===== src/rtl/ahblite_switch_ctrl_if.sv =====
// ahblite_switch_ctrl_if: AHB-Lite slave-side bus signals for the switch controller.
interface ahblite_switch_ctrl_if;
    logic        HSEL;
    logic [31:0] HADDR;
    logic [1:0]  HTRANS;
    logic [2:0]  HSIZE;
    logic [3:0]  HPROT;
    logic        HWRITE;
    logic [31:0] HWDATA;
    logic        HREADY;
    logic        HREADYOUT;
    logic [31:0] HRDATA;
    logic        HRESP;
    modport master (
        output HSEL, HADDR, HTRANS, HSIZE, HPROT, HWRITE, HWDATA, HREADY,
        input  HREADYOUT, HRDATA, HRESP
    );
    modport slave (
        input  HSEL, HADDR, HTRANS, HSIZE, HPROT, HWRITE, HWDATA, HREADY,
        output HREADYOUT, HRDATA, HRESP
    );
endinterface


===== src/rtl/ahblite_switch_ctrl.sv =====
// ahblite_switch_ctrl: AHB-Lite switch controller with 2-flop sync, edge flags and level irq.
// Define SWITCH_CTRL_DEBOUNCE_EN to add per-channel DEB_CYCLES debounce counters.
module ahblite_switch_ctrl #(
    parameter int NCH        = 4,
    parameter int DEB_CYCLES = 16
) (
    input  logic                 HCLK,
    input  logic                 HRESET,
    ahblite_switch_ctrl_if.slave bus,
    input  logic [NCH-1:0]       switch_in,
    output logic                 irq
);
    logic           ap_valid, ap_write, wr;
    logic [2:0]     ap_idx;
    logic [NCH-1:0] sync1, sync2, stable, stable_d, status, irq_en, edge_pol;
    logic [NCH-1:0] wdat, pol_now, edges, rd;
    logic           unused;

    assign unused = ^{bus.HADDR[31:5], bus.HADDR[1:0], bus.HTRANS[0], bus.HSIZE, bus.HPROT,
                      bus.HWDATA, DEB_CYCLES > 0};

    assign bus.HREADYOUT = 1'b1;
    assign bus.HRESP     = 1'b0;

    always_ff @(posedge HCLK) begin
        if (HRESET) begin
            ap_valid <= 1'b0;
            ap_write <= 1'b0;
            ap_idx   <= '0;
        end else if (bus.HREADY) begin
            ap_valid <= bus.HSEL & bus.HTRANS[1];
            ap_write <= bus.HWRITE;
            ap_idx   <= bus.HADDR[4:2];
        end
    end

    assign wr   = ap_valid & ap_write;
    assign wdat = bus.HWDATA[NCH-1:0];
    // a polarity write landing with an edge is judged by the new polarity
    assign pol_now = (wr && ap_idx == 3'd3) ? wdat : edge_pol;
    assign edges   = (stable ^ stable_d) & ~(stable ^ pol_now);

`ifdef SWITCH_CTRL_DEBOUNCE_EN
    localparam int CW = $clog2(DEB_CYCLES);
    logic [CW-1:0] cnt [NCH];
    always_ff @(posedge HCLK) begin
        if (HRESET) begin
            stable <= '0;
            for (int i = 0; i < NCH; i++) cnt[i] <= '0;
        end else begin
            for (int i = 0; i < NCH; i++) begin
                if (sync2[i] == stable[i]) cnt[i] <= '0;
                else if (cnt[i] == CW'(DEB_CYCLES - 1)) begin
                    stable[i] <= sync2[i];
                    cnt[i]    <= '0;
                end else cnt[i] <= cnt[i] + 1'b1;
            end
        end
    end
`else
    assign stable = sync2;
`endif

    always_ff @(posedge HCLK) begin
        if (HRESET) begin
            sync1    <= '0;
            sync2    <= '0;
            stable_d <= '0;
            status   <= '0;
            irq_en   <= '0;
            edge_pol <= '0;
        end else begin
            sync1    <= switch_in;
            sync2    <= sync1;
            stable_d <= stable;
            status   <= (status & ~((wr && ap_idx == 3'd1) ? wdat : '0)) | edges;
            edge_pol <= pol_now;
            if (wr && ap_idx == 3'd2) irq_en <= wdat;
        end
    end

    always_comb begin
        rd = ap_idx == 3'd0 ? stable   :
             ap_idx == 3'd1 ? status   :
             ap_idx == 3'd2 ? irq_en   :
             ap_idx == 3'd3 ? edge_pol :
             ap_idx == 3'd4 ? sync2    : '0;
    end

    assign bus.HRDATA = (ap_valid && !ap_write) ? 32'(rd) : '0;
    assign irq        = |(status & irq_en);
endmodule


===== src/flat_wrapper.sv =====
// flat-port wrapper written by rule: the top's interface ports become plain ports
module ahblite_switch_ctrl_flat 
#(
    parameter int NCH        = 4,
    parameter int DEB_CYCLES = 16
)
  (HCLK, HRESET, switch_in, irq, bus_HSEL, bus_HADDR, bus_HTRANS, bus_HSIZE, bus_HPROT, bus_HWRITE, bus_HWDATA, bus_HREADY, bus_HREADYOUT, bus_HRDATA, bus_HRESP);
  ahblite_switch_ctrl_if bus_i ();
  input  logic HCLK;
  input  logic HRESET;
  input  logic [NCH-1:0] switch_in;
  output logic irq;
  input wire logic [$bits(bus_i.HSEL)-1:0] bus_HSEL;
  input wire logic [$bits(bus_i.HADDR)-1:0] bus_HADDR;
  input wire logic [$bits(bus_i.HTRANS)-1:0] bus_HTRANS;
  input wire logic [$bits(bus_i.HSIZE)-1:0] bus_HSIZE;
  input wire logic [$bits(bus_i.HPROT)-1:0] bus_HPROT;
  input wire logic [$bits(bus_i.HWRITE)-1:0] bus_HWRITE;
  input wire logic [$bits(bus_i.HWDATA)-1:0] bus_HWDATA;
  input wire logic [$bits(bus_i.HREADY)-1:0] bus_HREADY;
  output wire logic [$bits(bus_i.HREADYOUT)-1:0] bus_HREADYOUT;
  output wire logic [$bits(bus_i.HRDATA)-1:0] bus_HRDATA;
  output wire logic [$bits(bus_i.HRESP)-1:0] bus_HRESP;
  assign bus_i.HSEL = bus_HSEL;
  assign bus_i.HADDR = bus_HADDR;
  assign bus_i.HTRANS = bus_HTRANS;
  assign bus_i.HSIZE = bus_HSIZE;
  assign bus_i.HPROT = bus_HPROT;
  assign bus_i.HWRITE = bus_HWRITE;
  assign bus_i.HWDATA = bus_HWDATA;
  assign bus_i.HREADY = bus_HREADY;
  assign bus_HREADYOUT = bus_i.HREADYOUT;
  assign bus_HRDATA = bus_i.HRDATA;
  assign bus_HRESP = bus_i.HRESP;
  ahblite_switch_ctrl #(.NCH(NCH), .DEB_CYCLES(DEB_CYCLES)) u_core (.HCLK(HCLK), .HRESET(HRESET), .bus(bus_i), .switch_in(switch_in), .irq(irq));
endmodule

===== config.mk =====
export PLATFORM = sky130hd
export DESIGN_NAME = ahblite_switch_ctrl_flat
export DESIGN_NICKNAME = d
export VERILOG_FILES = /design/src/rtl/ahblite_switch_ctrl_if.sv /design/src/rtl/ahblite_switch_ctrl.sv /design/src/flat_wrapper.sv
export SDC_FILE = /design/constraint.sdc
export NUM_CORES = 1
export LEC_CHECK = 0
export ABC_AREA = 1
export CAP_MARGIN = 10
export CORE_ASPECT_RATIO = 1.25
export CORE_MARGIN = 2
export CORE_UTILIZATION = 36
export DETAILED_ROUTE_END_ITERATION = 10
export PLACE_DENSITY = 0.87
export SLEW_MARGIN = 10
export SYNTH_ARGS = -nofsm -noshare
export SYNTH_HDL_FRONTEND = slang
export SYNTH_SLANG_ARGS = --single-unit

===== constraint.sdc =====
create_clock -name HCLK -period 2.65 [get_ports HCLK]
set_input_delay 0.795 -clock HCLK [delete_from_list [all_inputs] [get_ports HCLK]]
set_output_delay 0.795 -clock HCLK [all_outputs]
set_load 0.01 [all_outputs]

==> impl_results.md <==
* Area of the multi-input gates at 681 um^2
* Slowest CP cell: dfxtp_2
* Clock Root Buffer: clkbuf_8
* Mean Syn Cell Area at 6.78 um^2
* CP endpoint kind: output pin
* Final-layout fill cell count at 429
* Via count at 1351
* Register bit total from synthesis at 29
* Synthesized area at 0.00152 mm^2
* Antenna diodes at 0
* Proportion of layout cells with a drive suffix above 1 at 6.35%
* Distinct cells, synth at 18
* Finished Core Util at 44.6%
* CTS tree: yes
* Most common cell after layout, fill and taps aside: nand2_1
* FF+latch area at 584 um^2
* Total grt overflow at 0
* Post-synthesis cell count at 224
* Initial antenna violation count at 0
* # DRC at 0
* Maximum vdd drop at 0.287 mV
* Vias in the first global route at 1201
* DR WL/cell at 9.96 um
* Clock sinks at 29
* Leakage at 0.851 nW
* CP startpoint kind: register
* First-pass GRT wire length at 4940 um
* RSZ-0062 raised after global routing: false
* Final hold violations at 0
* Drt initial violations at 56
* Max H-tree Level at 2
* Die height at 76.6 um
* Worst Skew at 0.0124 ns
* Setup TNS at 0 ns
* Arrival time at the worst endpoint at 1.71 ns
* Slew Limit Fails at 0
* Antenna-violating nets left at 0
* Slowest cell delay on critical path at 0.39 ns
* Sequential fraction of the synthesis area at 38.3%
* Post-layout min period at 2.50 ns
* Routability cong. at 0.803
* Period utilization at 94.5%
* Total power at 1.05 mW
* Die area at 0.00475 mm^2
* Synth area leaders: dfxtp_1 38%, buf_4 15%, nand2_1 10%, nor2_1 8.4%, inv_1 8.2%
* Core Region at 0.00407 mm^2
* Critical path class: register to output pin
* EDFF count, synth at 0
* Async SR Flop Fraction at 0%
* Post-CTS Hold Fix Bufs at 0
* Fmax at 399 MHz
* GRT Total Usage at 14.0%
* Largest net degree at the start of global routing at 18
* CTS buffer count at 5
* Core Rows at 26
* # port buffers at 21
* Ports at 117
* Post-synth top area share at 38.3%
* Yosys warns at 0
* CP required at 1.86 ns
* Worst skew pair latency at 0.29 ns
* CTS Buffer Depth at 2
* Ys flop type: dfxtp_1
* Hpwl dp at 2180 um
* Via density at 4.39
* Most frequent cells in the layout: 41 x nand2_1, 34 x nor2_1, 33 x inv_1, 30 x conb_1, 26 x dfxtp_1
* Outcome: finished clean
* Cell Chain, Critical Path: nand2_1, nor2_4, buf_4, nand2_1, o211ai_1, nor2_1, nor2_1, dlygate4sd2_1
* Clock transition at path regs at 0.07 ns
* HP Class: register to register
* Power density cells at 580 mW/mm^2
* Max Cap Viol at 0
* Cell accounting for the most synthesized area: dfxtp_1
* Layout area overhead at 19.5%
* Endpoints failing setup at 0
* CP max FO at 7
* Drt pass-1 iters at 4
* Die W at 62.1 um
* Total wire length at 3070 um
* Initial Util at 37.3%
* Fin nets at 333
==> area by class of cell <==
type                    count  area share, %
multi-input cells         157           37.5
well taps                  56           3.86
flip-flops and latches     29           32.2
repair buffers             25           13.2
clock buffers               7           4.76
clock inverters             1           1.66
inverters                  33           6.83
==> registers in the layout (all words and copies together), names as in the netlist <==
register         flops
u_core.ap_idx        3
u_core.edge_pol      4
u_core.irq_en        4
u_core.stable_d      4
u_core.ap_write      1
u_core.stable        4
u_core.status        4
u_core.ap_valid      1
u_core.sync1         4
==> cells in the mapped netlist (2+ instances only) <==
library cell  number
nand2_1           41
nor2_1            34
inv_1             33
buf_4             30
dfxtp_1           29
o21ai_0           17
nand3_1           14
a21oi_1           12
o211ai_1           4
conb_1             2
==> what timing repair did <==
item                                    in CTS  in global routing
cloned                                       0                  0
gates resized for setup                      6                  1
buffers inserted                             0                  2
endpoints found under the setup margin       4                  1
pin swaps                                    0                  1
==> metal layers <==
metal	track usage, %	routed length (um)	share of wire [%]	up-vias
li1	-	-	-	685
met1	14.7	1230	40	598
met2	22.5	1490	48	59
met3	4.75	248	8.1	9
met4	9.15	104	3.4	0
met5	0	0	0	-
==> through the flow <==
step                      std cells  cell area, um^2  worst slack (ns)  hold slack (ns)
after detailed placement        298             1680             0.194            0.393
after CTS                       306             1800          0.000706            0.401
after global placement          298             1680             0.221            0.389
final                           308             1810             0.146            0.401
after global routing            308             1810            0.0806            0.414
after floorplan                 252             1620             0.747            0.388
==> final timing paths <==
| kind | slack [ns] | depth (start not counted) | end | start |
|---|---|---|---|---|
| setup / recovery | 0.15 | 8 | bus_HRDATA[3] | u_core.ap_idx[1] |
| hold / removal | 0.40 | 2 | u_core.stable[2] | u_core.sync1[2] |
| setup reg to reg | 1.25 | 8 | u_core.status[2] | u_core.ap_idx[2] |
| hold reg to reg | 0.40 | 2 | u_core.stable[2] | u_core.sync1[2] |
==> critical path, delay by kind of cell, from the launching register on <==
| family | cells | cell delay [ns] |
|---|---|---|
| simple gates | 5 | 0.49 |
| buf+inv | 2 | 0.42 |
| flops | 1 | 0.39 |
| compound gates | 1 | 0.11 |
==> logic make-up (layout without fill, tap and decap cells) <==
group | count (synthesis) | count (layout) | share of synthesized area [%]
AO/OA/AOI/OAI | 35 | 35 | 12.4
buffers and inverters | 66 | 66 | 23.8
flip-flops | 29 | 29 | 38.3
other | 2 | 30 | 0.495
AND/OR/NAND/NOR | 92 | 92 | 25.0
==> report_power, final <==
part,internal [mW],total [mW],switching [mW]
clock network,0.306,0.475,0.169
logic,0.0446,0.113,0.0686
registers,0.452,0.464,0.0118
total,0.803,1.05,0.249
No activity file was read; power rests on OpenSTA's default activity.
